**config.mk**
```make
export PLATFORM = sky130hd
export DESIGN_NAME = rf_write_arbiter
export DESIGN_NICKNAME = d
export VERILOG_FILES = /design/src/rtl/rf_write_arbiter_pkg.sv /design/src/rtl/rf_write_fifo.sv /design/src/rtl/rf_write_arbiter.sv
export SDC_FILE = /design/constraint.sdc
export NUM_CORES = 1
export LEC_CHECK = 0
export BUFFER_PORTS_ARGS = -buffer_cell sky130_fd_sc_hd__buf_2
export CAP_MARGIN = 20
export CORE_MARGIN = 1
export CORE_UTILIZATION = 53
export CTS_BUF_LIST = sky130_fd_sc_hd__clkbuf_8
export DETAILED_ROUTE_END_ITERATION = 8
export PLACE_DENSITY = 0.82
export SKIP_CTS_REPAIR_TIMING = 1
export SLEW_MARGIN = 40
export SYNTH_ARGS = -nofsm -noshare
export SYNTH_HDL_FRONTEND = slang
export SYNTH_SLANG_ARGS = --single-unit
```
**constraint.sdc**
```tcl
create_clock -name clk -period 3.2 [get_ports clk]
set_clock_uncertainty 0.15 [all_clocks]
set_input_delay 0.16 -clock clk [delete_from_list [all_inputs] [get_ports clk]]
set_output_delay 0.16 -clock clk [all_outputs]
set_load 0.1 [all_outputs]
```
**src/rtl/rf_write_arbiter_pkg.sv**
```systemverilog
// ----------------------------------------------------------------------------
// rf_write_arbiter_pkg
//   Shared definitions for the register-file write path: the x0 address
//   constant, the default address/data widths used by the register file,
//   the pipeline and the write arbiter, and the write-port source encoding.
// ----------------------------------------------------------------------------
package rf_write_arbiter_pkg;

  localparam int ZERO_REG   = 0;
  localparam int DEF_ADDR_W = 5;
  localparam int DEF_DATA_W = 32;

  // Which requester owns the register-file write port in a given cycle.
  typedef enum logic [1:0] {
    SRC_NONE = 2'd0,
    SRC_WB   = 2'd1,
    SRC_LU   = 2'd2
  } rf_src_e;

endpackage

```
**src/rtl/rf_write_fifo.sv**
```systemverilog
// ----------------------------------------------------------------------------
// rf_write_fifo
//   Small FIFO of pending long-latency results. Each entry holds
//   {addr, data, live}. A parallel squash input clears the live bit of every
//   entry whose address matches, so an older result never overwrites a newer
//   WB value.
//
// Ports
//   clk, reset_n              clock, asynchronous active-low reset
//   push, push_addr/data/live enqueue one entry (ignored when full)
//   pop                       dequeue the head (ignored when empty)
//   squash_en, squash_addr    kill all entries with matching address
//   head_valid/live/addr/data head entry view
//   count                     occupied entries, live or dead
// ----------------------------------------------------------------------------
module rf_write_fifo
  import rf_write_arbiter_pkg::*;
#(
  parameter int ADDR_W = DEF_ADDR_W,
  parameter int DATA_W = DEF_DATA_W,
  parameter int DEPTH  = 2
) (
  input  logic                       clk,
  input  logic                       reset_n,
  input  logic                       push,
  input  logic [ADDR_W-1:0]          push_addr,
  input  logic [DATA_W-1:0]          push_data,
  input  logic                       push_live,
  input  logic                       pop,
  input  logic                       squash_en,
  input  logic [ADDR_W-1:0]          squash_addr,
  output logic                       head_valid,
  output logic                       head_live,
  output logic [ADDR_W-1:0]          head_addr,
  output logic [DATA_W-1:0]          head_data,
  output logic [$clog2(DEPTH):0]     count
);

  localparam int PTR_W = $clog2(DEPTH);
  localparam int CNT_W = PTR_W + 1;

  logic [ADDR_W-1:0] addr_mem [DEPTH];
  logic [DATA_W-1:0] data_mem [DEPTH];
  logic [DEPTH-1:0]  live_mem;
  logic [PTR_W-1:0]  wr_ptr;
  logic [PTR_W-1:0]  rd_ptr;
  logic              push_ok;
  logic              pop_ok;

  assign push_ok    = push && (count < CNT_W'(DEPTH));
  assign pop_ok     = pop && (count != '0);

  assign head_valid = (count != '0);
  assign head_live  = head_valid && live_mem[rd_ptr];
  assign head_addr  = addr_mem[rd_ptr];
  assign head_data  = data_mem[rd_ptr];

  always_ff @(posedge clk or negedge reset_n) begin
    if (!reset_n) begin
      wr_ptr   <= '0;
      rd_ptr   <= '0;
      count    <= '0;
      live_mem <= '0;
    end else begin
      // Squash first; a same-cycle push into a freed slot overrides it below.
      if (squash_en) begin
        for (int i = 0; i < DEPTH; i++) begin
          if (addr_mem[i] == squash_addr) begin
            live_mem[i] <= 1'b0;
          end
        end
      end
      if (push_ok) begin
        live_mem[wr_ptr] <= push_live;
        wr_ptr           <= wr_ptr + 1'b1;
      end
      if (pop_ok) begin
        rd_ptr <= rd_ptr + 1'b1;
      end
      case ({push_ok, pop_ok})
        2'b10:   count <= count + 1'b1;
        2'b01:   count <= count - 1'b1;
        default: count <= count;
      endcase
    end
  end

  // Payload storage carries no reset; the live bits and count gate its use.
  always_ff @(posedge clk) begin
    if (push_ok) begin
      addr_mem[wr_ptr] <= push_addr;
      data_mem[wr_ptr] <= push_data;
    end
  end

endmodule

```
**src/rtl/rf_write_arbiter.sv**
```systemverilog
// ----------------------------------------------------------------------------
// rf_write_arbiter
//   Shares the register file's single write port between the WB stage and a
//   long-latency result source. WB always wins with zero latency; long-latency
//   results are buffered and drained into idle slots. A starvation counter
//   requests a WB bubble (stall_o) when a live buffered result waits too long.
//
// Ports
//   clk, reset_n                       clock, asynchronous active-low reset
//   wb_write_i, wb_addr_i, wb_data_i   WB write request
//   lu_valid_i, lu_addr_i, lu_data_i   long-latency result
//   lu_ready_o                         buffer can accept this cycle
//   stall_o                            registered WB bubble request
//   rf_write_o, rf_addr_o, rf_data_o   register file write port
//   fifo_count_o                       buffered entries, live or dead
// ----------------------------------------------------------------------------
module rf_write_arbiter
  import rf_write_arbiter_pkg::*;
#(
  parameter int ADDR_W       = DEF_ADDR_W,
  parameter int DATA_W       = DEF_DATA_W,
  parameter int DEPTH        = 2,
  parameter int STARVE_LIMIT = 4
) (
  input  logic                       clk,
  input  logic                       reset_n,
  input  logic                       wb_write_i,
  input  logic [ADDR_W-1:0]          wb_addr_i,
  input  logic [DATA_W-1:0]          wb_data_i,
  input  logic                       lu_valid_i,
  input  logic [ADDR_W-1:0]          lu_addr_i,
  input  logic [DATA_W-1:0]          lu_data_i,
  output logic                       lu_ready_o,
  output logic                       stall_o,
  output logic                       rf_write_o,
  output logic [ADDR_W-1:0]          rf_addr_o,
  output logic [DATA_W-1:0]          rf_data_o,
  output logic [$clog2(DEPTH):0]     fifo_count_o
);

  localparam int CNT_W = $clog2(DEPTH) + 1;
  localparam int SC_W  = $clog2(STARVE_LIMIT + 1);

  logic              wb_eff;
  logic              lu_accept;
  logic              fifo_push;
  logic              push_live;
  logic              fifo_pop;
  logic              head_valid;
  logic              head_live;
  logic [ADDR_W-1:0] head_addr;
  logic [DATA_W-1:0] head_data;
  logic [CNT_W-1:0]  fifo_count;
  logic              head_blocked;
  rf_src_e           src_sel;

  logic [SC_W-1:0]   starve_cnt_p1;
  logic              stall_p1;

  function automatic logic [SC_W-1:0] sat_inc(input logic [SC_W-1:0] v);
    if (v >= SC_W'(STARVE_LIMIT)) begin
      return SC_W'(STARVE_LIMIT);
    end
    return v + 1'b1;
  endfunction

  // Writes to x0 never reach the port; gating with reset_n keeps the port
  // quiet for the whole time reset is held.
  assign wb_eff     = reset_n && wb_write_i && (wb_addr_i != ADDR_W'(ZERO_REG));

  assign lu_ready_o = reset_n && (fifo_count < CNT_W'(DEPTH));
  assign lu_accept  = lu_valid_i && lu_ready_o;
  assign fifo_push  = lu_accept && (lu_addr_i != ADDR_W'(ZERO_REG));
  // WB is younger than any buffered or arriving result to the same register.
  assign push_live  = !(wb_eff && (lu_addr_i == wb_addr_i));

  // A dead head pops unconditionally; a live head only in a WB-free cycle.
  assign fifo_pop     = head_valid && (!head_live || !wb_eff);
  assign head_blocked = head_live && wb_eff;

  rf_write_fifo #(
    .ADDR_W (ADDR_W),
    .DATA_W (DATA_W),
    .DEPTH  (DEPTH)
  ) u_fifo (
    .clk         (clk),
    .reset_n     (reset_n),
    .push        (fifo_push),
    .push_addr   (lu_addr_i),
    .push_data   (lu_data_i),
    .push_live   (push_live),
    .pop         (fifo_pop),
    .squash_en   (wb_eff),
    .squash_addr (wb_addr_i),
    .head_valid  (head_valid),
    .head_live   (head_live),
    .head_addr   (head_addr),
    .head_data   (head_data),
    .count       (fifo_count)
  );

  always_comb begin
    src_sel = SRC_NONE;
    if (wb_eff) begin
      src_sel = SRC_WB;
    end else if (head_live) begin
      src_sel = SRC_LU;
    end
  end

  always_comb begin
    rf_write_o = 1'b0;
    rf_addr_o  = '0;
    rf_data_o  = '0;
    case (src_sel)
      SRC_WB: begin
        rf_write_o = 1'b1;
        rf_addr_o  = wb_addr_i;
        rf_data_o  = wb_data_i;
      end
      SRC_LU: begin
        rf_write_o = 1'b1;
        rf_addr_o  = head_addr;
        rf_data_o  = head_data;
      end
      default: ;
    endcase
  end

  assign fifo_count_o = fifo_count;
  assign stall_o      = stall_p1;

  // ---- stage p1: starvation counter and stall request ----
  always_ff @(posedge clk or negedge reset_n) begin
    if (!reset_n) begin
      starve_cnt_p1 <= '0;
      stall_p1      <= 1'b0;
    end else begin
      starve_cnt_p1 <= head_blocked ? sat_inc(starve_cnt_p1) : '0;
      stall_p1      <= head_blocked && (starve_cnt_p1 == SC_W'(STARVE_LIMIT));
    end
  end

  // The pipeline must not issue WB while a bubble is requested.
  a_no_wb_during_stall : assert property (
    @(posedge clk) disable iff (!reset_n) !(stall_o && wb_write_i)
  );

endmodule

```
After elaboration in Yosys (flattened, before gate mapping)
Memories as Yosys holds them, arrays and structs flattened. Index checks and enable logic that the tools add are counted.

Mux-type cells: 21. Magnitude comparators: 5. Add/sub/neg operators: 5. Equal/unequal tests: 8. Reductions and logical operators: 22.

Operator list (count): case mux 32 bit (2 select lines) (1); equality test 5 bit (3); logical AND 1 bit (13); case mux 5 bit (2 select lines) (1); nonzero test 5 bit (2); 2-to-1 mux 1 bit (9); 2-to-1 mux 3 bit (3); 2-to-1 mux 2 bit (4); equality test 2 x 1 -> 1 bit (second input constant) (2); equality test 2 bit (second input constant) (2); < comparator 1 x 2 -> 1 bit (second input constant) (2); case mux 2 bit (2 select lines) (1); nonzero test 2 bit (2); adder 3 x 1 -> 3 bit (second input constant) (1); equality test 3 bit (second input constant) (1); >= comparator 3 bit (second input constant) (1); zero test 1 bit (3); adder 1 bit (second input constant) (2); adder 2 x 1 -> 2 bit (second input constant) (1); bitwise mux 2 bit (1); < comparator 2 bit (second input constant) (1); OR reduction 2 bit (1); subtractor 2 x 1 -> 2 bit (second input constant) (1); demux 1 bit (select 1 bit) (1); 2 further kinds (2).

Flip-flop bits (word level): 10. Input bits: 78. RAM bits: 74. Word-level logic and storage cells: 69. Output and inout port bits: 42. Memories: 2.

Memory list: u_fifo.data_mem (depth 2, width 32, read ports 1, clocked after Yosys merged registers in 0, write ports 1, RTL line rf_write_fifo.sv:43) `logic [DATA_W-1:0] data_mem [DEPTH];`; u_fifo.addr_mem (depth 2, width 5, read ports 3, clocked after Yosys merged registers in 0, write ports 1, RTL line rf_write_fifo.sv:42) `logic [ADDR_W-1:0] addr_mem [DEPTH];`.

Longest topological paths before layout
Gate-level depths: netlist (run 1).

Depth in word-level cells: 9. Mapped depth: 9. Mapped depth without buffers: 7.

By module
Synthesis (run 1) repeated with hierarchy kept, for this count alone.

Cell total of the unflattened synthesis: 299. Area total of the unflattened synthesis: 4070.2 um2.

Modules (own cells, without submodules): rf_write_fifo (area an instance 3090.5 um2, seq. area each 2372.3 um2, cells an instance 155, times used 1); rf_write_arbiter (area an instance 979.7 um2, seq. area each 100.1 um2, cells an instance 144, times used 1).

Worst setup path before layout (run 1)
No wires, ideal clock.

Kind: reg-to-reg. Start: reg u_fifo.count[1]. End: mem u_fifo.addr_mem[1][0] (netlist name), enable pin. Buffers on the path: 0. Setup time: 434 ps. Stages on the path, launching flop included: 4. Data arrival time: 4433 ps. Period minus slack after synthesis: 5017 ps. Setup slack: -1817 ps. Data required time: 2616 ps. Path through: dfrtp_1 > nor2b_1 > o211ai_2 > nor2_1.

Longest elaborated chain between the ends: 7.

Ends and longest elaborated chain: start, declared (RTL line rf_write_fifo.sv:36) `output logic [$clog2(DEPTH):0] count`; start signal, assigned (RTL line rf_write_fifo.sv:81) `2'b10: count <= count + 1'b1;`; start signal, assigned (RTL line rf_write_fifo.sv:82) `2'b01: count <= count - 1'b1;`; start signal, assigned (RTL line rf_write_fifo.sv:83) `default: count <= count;`; < comparator 2 bit (RTL line rf_write_arbiter.sv:71) `assign lu_ready_o = reset_n && (fifo_count < CNT_W'(DEPTH));`; logical AND 1 bit (RTL line rf_write_arbiter.sv:71); net lu_ready_o (RTL line rf_write_arbiter.sv:33) `output logic lu_ready_o,`; logical AND 1 bit (RTL line rf_write_arbiter.sv:72) `assign lu_accept = lu_valid_i && lu_ready_o;`; logical AND 1 bit (RTL line rf_write_arbiter.sv:73) `assign fifo_push = lu_accept && (lu_addr_i != ADDR_W'(ZERO_REG));`; logical AND 1 bit (RTL line rf_write_fifo.sv:50) `assign push_ok = push && (count < CNT_W'(DEPTH));`; 2-to-1 mux 1 bit (RTL line rf_write_fifo.sv:90) `if (push_ok) begin`; 2-to-1 mux 1 bit (implied by the code) (RTL line rf_write_fifo.sv:91) `addr_mem[wr_ptr] <= push_addr;`; end, declared (RTL line rf_write_fifo.sv:42).

The timed path passes the listed nets, and every way through them passes these cells.

Worst setup path after layout (run 1)
Start: in reset_n. End: out rf_data_o[27].

Longest elaborated chain between the ends: 5. Elaborated cells on any way between the ends: 6. Those cells by class: 2 x eq/ne; 2 x mux; 2 x reduce/logical.

Ends and longest elaborated chain: start, declared (RTL line rf_write_arbiter.sv:26) `input logic reset_n,`; logical AND 1 bit * (2 in a row) (RTL line rf_write_arbiter.sv:69) `assign wb_eff = reset_n && wb_write_i && (wb_addr_i != ADDR_W'(ZERO_REG));`; 2-to-1 mux 2 bit * (RTL line rf_write_arbiter.sv:104) `if (wb_eff) begin`; equality test 2 bit or equality test 2 x 1 -> 1 bit (tied branches) (RTL line rf_write_arbiter.sv:115) `case (src_sel)`; case mux 32 bit (2 select lines) * (RTL line rf_write_arbiter.sv:115); end, declared (RTL line rf_write_arbiter.sv:37) `output logic [DATA_W-1:0] rf_data_o,`.

Every way passes the cells marked *; elsewhere a longest branch is shown, timed or not.

==> results of run 1 <==
power by group:
group	leakage (µW)	switching [µW]	internal (µW)
combinational	0.00137	2510	1230
clock	0.0000945	372	357
sequential	0.000795	72.4	1340
total	0.00226	2950	2930
through the flow:
stage	setup TNS [ns]	instances	hold WS [ns]	cell area (µm²)	utilization (%)
finish	0	529	0.0408	5660	83.3
global route	0	529	0.0428	5660	83.3
CTS	0	491	-0.493	5280	77.7
detailed placement	0	475	-0.111	5090	74.9
global placement	0	472	-0.116	5020	73.8
floorplan	-17.76	267	-0.286	3790	-
layout make-up:
| cell class | instances | area share (%) |
|---|---|---|
| multi-input cells | 166 | 21.5 |
| well taps | 96 | 2.12 |
| inverters | 3 | 0.199 |
| clock buffers | 9 | 2.19 |
| clock inverters | 7 | 1.17 |
| flip-flops and latches | 84 | 43.7 |
| repair buffers | 164 | 29.1 |
worst reg2reg max path: cells and delay by family, from the launching register on:
kind                   cells  cell delay [ns]
and+or+nand+nor            2             0.68
AOI/OAI and AO/OA          1             0.25
DFF                        1             0.44
buffers and inverters      1             0.27
registers in the layout, summed over array words and instances, names as in the netlist:
name,count
starve_cnt_p1,3
u_fifo.rd_ptr,1
u_fifo.data_mem,64
stall_o,1
u_fifo.addr_mem,10
u_fifo.live_mem,2
u_fifo.wr_ptr,1
u_fifo.count,2
metal layers:
metal  wire, µm  vias to the layer above
met5          0                        -
met4         95                        0
met3        511                       10
met2       5000                      116
met1       3450                     1347
li1           -                     1305
synth_stat cells:
| library cell | number |
|---|---|
| edfxtp_1 | 74 |
| mux2i_1 | 39 |
| nand2_1 | 39 |
| o21ai_1 | 21 |
| xnor2_1 | 12 |
| dfrtp_1 | 10 |
| o21ai_0 | 9 |
| o21ai_2 | 9 |
| nor2_1 | 8 |
| xor2_1 | 8 |
| buf_2 | 4 |
| buf_6 | 4 |
| buf_1 | 3 |
| clkbuf_1 | 3 |
| ha_1 | 3 |
| inv_1 | 3 |
| nand3_1 | 3 |
| nor4_1 | 2 |
| a21oi_4 | 1 |
| and2_1 | 1 |
| nand2_2 | 1 |
| nor2b_1 | 1 |
| nor3_1 | 1 |
| nor3b_1 | 1 |
| o211ai_2 | 1 |
| o21a_1 | 1 |
| o21ai_4 | 1 |
| o32ai_1 | 1 |
| o41ai_1 | 1 |
| or4_1 | 1 |
| or4_4 | 1 |
path summary, 6_finish.rpt:
check / from / end / slack [ns] / cells past startpoint
min in group clk: lu_valid_i / u_fifo.wr_ptr / 0.11 / 3
min: reset_n / starve_cnt_p1[2] / 0.04 / 2
max in group asynchronous: reset_n / u_fifo.rd_ptr / 2.62 / 2
min reg2reg: starve_cnt_p1[0] / starve_cnt_p1[0] / 0.32 / 1
max: reset_n / rf_data_o[27] / 0.40 / 8
max reg2reg: u_fifo.count[1] / u_fifo.data_mem[0][5] / 1.10 / 4
cells by family after synthesis:
group | share of synthesized area (%)
simple gates | 6.81
mux | 10.5
xor+xnor | 4.70
buf+inv | 2.65
fa+ha+maj | 1.01
compound gates | 8.02
flops | 66.3
==> results by group, run 1 <==
Critical path
  – Critical Path RT: 2.89 ns
  – Largest fanout on the critical path: 20
  – CP bufs+invs: 4
  – Worst path top cell family by delay: buffers and inverters
  – Critical path class: in2out
  – CP arrival: 2.49 ns
  – Startpoint Class: input port
  – CP peak stage delay: 0.52 ns
  – Element type at the critical path end: primary output
  – CP max stage cell: dlygate4sd3_1
  – CP Cell Sequence: dlygate4sd3_1 -> buf_2 -> and2_1 -> o21ai_4 -> nand2_2 -> buf_12 -> o21ai_1 -> buf_12
  – Most frequent CP cell: buf_12

Cells and area
  – Most common cell after layout, fill and taps aside: buf_2
  – Fill cell count: 330
  – Diodes inserted: 0
  – Register area: 2470 µm²
  – Most frequent cells in the layout: 82 x buf_2, 74 x edfxtp_1, 39 x mux2i_1, 39 x nand2_1
  – Nets: 509
  – Multi-input logic area: 1220 µm²
  – Area grow syn2layout: 51.8%
  – Fraction of layout cells with a size suffix above 1: 39.3%

Routing
  – Routed WL: 9060 µm
  – Routed length per instance: 17.1 µm
  – Initial DRT Pass Iterations: 4
  – Vias/cell: 5.25
  – Drc violations: 0
  – Iter 0 DRT Violations: 150
  – ANT nets after route: 0
  – Via total after detailed routing: 2,778

Timing
  – Minimum clock period: 2.80 ns
  – Fin. max-slew vios: 0
  – # setup viols final: 0
  – Hold Vio Cnt, Final: 0
  – Worst setup margin: 0.397 ns
  – Worst-Margin Slew: 0.660 ns
  – Slew HR: 56.0%
  – Max Freq: 357 MHz
  – RSZ-0062 raised after global routing: no
  – Fin crit share: 87.6%

Global routing
  – Grt peak-use layer: met2
  – Met2 Use GR: 40.1%
  – Total gr overflow: 0
  – M3 GR Usage: 6.64%
  – Global-route usage over all layers: 22.9%
  – M1 GR Usage: 27.2%
  – Vias in the first global route: 2,650
  – First-pass GRT wire length: 12,500 µm
  – Pin count of the biggest net entering global routing: 39
  – Initial antenna violation count: 0

Clock tree
  – CTS Sinks: 84
  – Longest Clk Path Bufs: 2
  – Clk Latency, worst-skew pair: 0.35 ns
  – CTS H-Tree Depth: 3
  – Root Driver: clkbuf_8
  – TritonCTS Buffers: 9
  – Worst-path clk slew: 0.09 ns
  – CTS tree: done

Placement
  – Post-DP HPWL: 5690 µm
  – Number of port buffers: 119
  – GPL Wtd Cong: 0.872
  – Place WS: 0.683 ns

Synthesis
  – Syn Inst Count: 267
  – Leading area contributor after synthesis: edfxtp_1
  – Warnings, synthesis: 0
  – Distinct cells, synth: 31
  – Syn_nets: 348
  – Sequential element share of the synthesized area: 66.3%
  – #FFs+latches synth: 84
  – Post-Syn Area: 3730 µm²
  – Synth top area cells: edfxtp_1 60%, mux2i_1 10%, dfrtp_1 6.7%
  – Mapped Avg Cell Area: 14.0 µm²
  – Synth top area share: 59.6%

Power
  – Pleak: 0.00226 µW
  – Worst VDD drop: 0.000861 V
  – Final Power: 5880 µW
  – PwrDens: 1040 nW/µm²

Floorplan
  – Chip height: 85.9 µm
  – Site Rows: 30
  – Core area: 6790 µm²
  – Starting Density: 54.9%
  – Die width: 85.9 µm
  – Die area: 7370 µm²
  – I/O pin cnt: 120

Min path
  – Hold Crit Class: in2async

Flow run
  – MaxCap Viol Count: 0

Status
  – Run status: completed
Power figures use the tool's default switching activity.
==> run 2, diff against run 1 <==
--- a/config.mk
+++ b/config.mk
@@ -14,2 +14,3 @@
 export PLACE_DENSITY = 0.82
+export REMOVE_ABC_BUFFERS = 1
 export SKIP_CTS_REPAIR_TIMING = 1
--- a/constraint.sdc
+++ b/constraint.sdc
@@ -4,2 +4,2 @@
 set_output_delay 0.16 -clock clk [all_outputs]
-set_load 0.1 [all_outputs]
+set_load 0.005 [all_outputs]
==> results by group, run 2 (same netlist as run 1, synthesis figures left out) <==
Timing
  – Max Freq: 383 MHz
  – Fin. max-slew vios: 0
  – Slew HR: 55.8%
  – RSZ-0062 raised after global routing: no
  – Minimum clock period: 2.61 ns
  – Worst-Margin Slew: 0.663 ns
  – Hold Vio Cnt, Final: 0
  – Setup TNS: 0 ns
  – Fin crit share: 81.6%
  – # setup viols final: 0

Cells and area
  – Multi-input logic area: 1180 µm²
  – Largest Register: u_fifo.data_mem
  – Fill cell count: 460
  – Layout Cells excl Fill: 530
  – Register area: 2470 µm²
  – Most common cell after layout, fill and taps aside: buf_2
  – Area grow syn2layout: 35.9%
  – Top Registers: u_fifo.data_mem (64), u_fifo.addr_mem (10), starve_cnt_p1 (3)
  – Most frequent cells in the layout: 119 x buf_2, 74 x edfxtp_1, 39 x mux2i_1, 39 x nand2_1, 38 x dlygate4sd3_1
  – Fraction of layout cells with a size suffix above 1: 36.5%
  – Nets: 509
  – Max reg flops: 64

Min path
  – Hold Crit Class: in2async

Routing
  – Drc violations: 0
  – ANT nets after route: 0
  – Routed length per instance: 15.4 µm
  – Initial DRT Pass Iterations: 4
  – Vias/cell: 5.01
  – Via total after detailed routing: 2,655
  – Iter 0 DRT Violations: 120
  – Routed WL: 8170 µm

Placement
  – Number of port buffers: 119
  – Post-DP HPWL: 5090 µm
  – GPL Wtd Cong: 0.804
  – Total instance count after detailed placement: 475

Power
  – Worst VDD drop: 0.000452 V
  – PwrDens: 692 nW/µm²
  – Final Power: 3510 µW
  – Pleak: 0.00210 µW

Critical path
  – Critical Path RT: 2.89 ns
  – Startpoint Class: input port
  – Element type at the critical path end: primary output
  – CP arrival: 2.30 ns
  – Critical path class: in2out
  – Largest fanout on the critical path: 37

Clock tree
  – Root Driver: clkbuf_8
  – CTS tree: done
  – Longest Clk Path Bufs: 2
  – CTS H-Tree Depth: 3
  – TritonCTS Buffers: 9
  – CTS Sinks: 84
  – Worst-path clk slew: 0.08 ns
  – Clk Latency, worst-skew pair: 0.34 ns

Floorplan
  – Die area: 7370 µm²
  – Starting Density: 54.9%
  – Chip height: 85.9 µm
  – Die width: 85.9 µm
  – I/O pin cnt: 120
  – Core area: 6790 µm²
  – Site Rows: 30

Status
  – Run status: completed

Global routing
  – First-pass GRT wire length: 11,300 µm
  – Total gr overflow: 0
  – Initial antenna violation count: 0
  – Pin count of the biggest net entering global routing: 39
  – Vias in the first global route: 2,341
  – Global-route usage over all layers: 20.7%

Flow run
  – MaxCap Viol Count: 0
run 2: metal layers:
| layer | part of all wire [%] | track usage [%] | wire length [µm] | up-vias |
|---|---|---|---|---|
| met1 | 41 | 25.6 | 3380 | 1260 |
| li1 | - | - | - | 1299 |
| met5 | 0 | 0 | 0 | - |
| met3 | 3.4 | 3.37 | 277 | 11 |
| met2 | 53 | 35.8 | 4360 | 85 |
| met4 | 1.8 | 9.85 | 150 | 0 |
run 2: critical path, cell delays in order:
cell and delay [ns]:
dlygate4sd3_1 0.52, buf_2 0.26, and2_1 0.40, o21ai_4 0.15
nand2_4 0.40, o21ai_0 0.22, buf_2 0.17
run 2: final cells by class:
| cell class | instances | area share (%) |
|---|---|---|
| multi-input combinational | 166 | 23.2 |
| clock inverter | 7 | 2.27 |
| tap | 96 | 2.37 |
| inverter | 3 | 0.222 |
| timing repair buffer | 164 | 20.6 |
| sequential | 84 | 48.8 |
| antenna | 1 | 0.0494 |
| clock buffer | 9 | 2.45 |
run 2: worst paths after layout:
path	start	to	slack, ns	cells past startpoint
min in group clk	lu_valid_i	u_fifo.wr_ptr	0.07	3
max	reset_n	rf_data_o[4]	0.59	7
max in group asynchronous	reset_n	u_fifo.rd_ptr	2.61	2
min	reset_n	u_fifo.count[0]	0.06	2
min reg2reg	starve_cnt_p1[0]	starve_cnt_p1[0]	0.34	1
max reg2reg	u_fifo.count[1]	u_fifo.data_mem[1][18]	1.11	4
run 2: stage by stage:
step | setup WS [ns] | hold slack, ns | util, % | instance area (µm²)
6_report | 0.590 | 0.0648 | 74.6 | 5070
4_1_cts | 0.549 | -0.483 | 68.9 | 4680
3_5_place_dp | 0.768 | -0.106 | 65.3 | 4440
2_1_floorplan | 0.174 | -0.286 | - | 3640
3_3_place_gp | 0.838 | -0.112 | 64.9 | 4410
5_1_grt | 0.455 | 0.0706 | 74.5 | 5060
run 2: power by group:
group          total, µW  switching (µW)  leakage (µW)  internal (µW)
Combinational       1210             662       0.00118            549
Clock                887             370      0.000121            517
Sequential          1410            68.9      0.000795           1340
Total               3510            1100       0.00210           2410
==> run 3, diff against run 2 <==
Clock period 3.2 ns to 2.6 ns, I/O delays scaled along.
==> results by group, run 3 (same netlist as run 1, synthesis figures left out) <==
Status
  – Run status: completed

Timing
  – Fin. max-slew vios: 0
  – Hold Vio Cnt, Final: 0
  – Fin crit share: 91.3%
  – Slew HR: 57.1%
  – # setup viols final: 0
  – Max Freq: 421 MHz
  – Minimum clock period: 2.37 ns
  – RSZ-0062 raised after global routing: no
  – Worst-Margin Slew: 0.644 ns

Cells and area
  – Top Registers: u_fifo.data_mem (64), u_fifo.addr_mem (10), starve_cnt_p1 (3)
  – Largest Register: u_fifo.data_mem
  – Fraction of layout cells with a size suffix above 1: 36.7%
  – Nets: 509
  – Register area: 2470 µm²
  – Most frequent cells in the layout: 119 x buf_2, 74 x edfxtp_1, 39 x mux2i_1, 39 x nand2_1, 38 x dlygate4sd3_1
  – Diodes inserted: 0
  – Final Instance Area: 5030 µm²
  – Multi-input logic area: 1170 µm²
  – Fill cell count: 453
  – Most common cell after layout, fill and taps aside: buf_2
  – Area grow syn2layout: 34.9%
  – Max reg flops: 64
  – Layout Cells excl Fill: 529

Critical path
  – R2r endpoint: u_fifo.data_mem[0][15]
  – CP arrival: 2.32 ns
  – Critical Path RT: 2.55 ns
  – R2R cell count: 5
  – Largest fanout on the critical path: 15
  – Element type at the critical path end: register
  – Most frequent CP cell: buf_8
  – R2R Setup Slk: 0.54 ns
  – Critical path class: in2reg
  – CP Cell Sequence: dlygate4sd3_1 -> buf_2 -> or4_1 -> o211ai_2 -> nor2_4 -> buf_8 -> buf_8
  – CP startpoint: lu_addr_i[1]
  – CP max stage cell: or4_1
  – Worst R2R Start: u_fifo.count[1]
  – Startpoint Class: input port
  – CP peak stage delay: 0.57 ns

Placement
  – GPL Wtd Cong: 0.823
  – Number of port buffers: 119
  – Area of placed instances: 4460 µm²
  – Total instance count after detailed placement: 475
  – Post-DP HPWL: 4960 µm

Clock tree
  – Clk Latency, worst-skew pair: 0.34 ns
  – CTS Sinks: 84
  – Worst-path clk slew: 0.09 ns
  – Root Driver: clkbuf_8
  – CTS H-Tree Depth: 3
  – CTS tree: done
  – Longest Clk Path Bufs: 2
  – TritonCTS Buffers: 9

Min path
  – Hold Crit Depth: 3
  – Hold Path End: u_fifo.wr_ptr
  – Min-delay src: lu_valid_i
  – Hold Crit Class: in2reg

Routing
  – Vias/cell: 5.04
  – Via total after detailed routing: 2,664
  – Routed WL: 7620 µm
  – Drc violations: 0
  – ANT nets after route: 0
  – Iter 0 DRT Violations: 115
  – Initial DRT Pass Iterations: 4
  – Routed length per instance: 14.4 µm

Power
  – Sequential power share: 42.3%
  – Sw Share: 33.3%
  – Combinational Power Share: 37.2%
  – Pint: 2730 µW
  – PwrDens: 813 nW/µm²
  – Sw power: 1360 µW
  – Worst VDD drop: 0.000506 V
  – Clock Power Share: 20.5%
  – Pleak: 0.00208 µW

Global routing
  – Vias in the first global route: 2,438
  – Total gr overflow: 0
  – Initial antenna violation count: 0
  – Global-route usage over all layers: 20.2%
  – First-pass GRT wire length: 11,100 µm
  – Pin count of the biggest net entering global routing: 39

Floorplan
  – Die area: 7370 µm²
  – Starting Density: 54.9%
  – I/O pin cnt: 120
  – Chip height: 85.9 µm
  – Die width: 85.9 µm
  – Core area: 6790 µm²
  – Site Rows: 30

Flow run
  – MaxCap Viol Count: 0
run 3: cell count changes in the layout (fill, tap and decap cells not counted), sizes merged:
| cell | before | now |
|---|---|---|
| diode | 1 | 0 |
| clkinv | 1 | 3 |
| inv | 5 | 6 |
| bufinv | 3 | 0 |
run 3: critical path, delay by kind of cell:
kind,cells,cell delay (ns)
buffers and inverters,4,1.04
and+or+nand+nor,2,0.73
AOI/OAI and AO/OA,1,0.41
run 3: power groups by stage:
stage                     combinational, µW  clock (µW)  sequential [µW]
after CTS                              1490         855             1730
after global routing                   1680         907             1740
after floorplan                         799           0             1850
final                                  1520         840             1730
after global placement                 1450           0             1750
after detailed placement               1490           0             1760
run 3: cell type report:
cell class	count	area share, %
Clock buffer	9	2.46
Clock inverter	7	1.17
Inverter	3	0.224
Multi-Input combinational cell	166	23.3
Sequential cell	84	49.2
Tap cell	96	2.39
Timing Repair Buffer	164	21.3
run 3: layer usage:
layer  share of wire [%]  global-route usage, %  wire, µm
met5                   0                      0         0
met4                 3.6                   12.7       276
met3                 3.0                   2.98       228
met2                  52                   34.8      3960
met1                  41                   23.9      3160
run 3: worst max-delay path by stage:
stage | endpoint
after CTS | rf_data_o[4]
final | u_fifo.data_mem[0][15]
after global routing | rf_data_o[11]
after global placement | u_fifo.data_mem[0][20]
after detailed placement | u_fifo.data_mem[0][12]
after floorplan | u_fifo.addr_mem[1][0]
run 3: stage by stage:
| stage | utilization, % | power [µW] | setup slack [ns] | TNS [ns] | hold WS, ns |
|---|---|---|---|---|---|
| floorplan | - | 2650 | -0.426 | -40.15 | -0.316 |
| detailed placement | 65.7 | 3240 | 0.431 | 0 | -0.0828 |
| global route | 74.0 | 4330 | 0.00724 | 0 | 0.0529 |
| finish | 74.0 | 4090 | 0.225 | 0 | 0.0371 |
| CTS | 68.4 | 4080 | 0.216 | 0 | -0.457 |
| global placement | 65.3 | 3200 | 0.393 | 0 | -0.0836 |
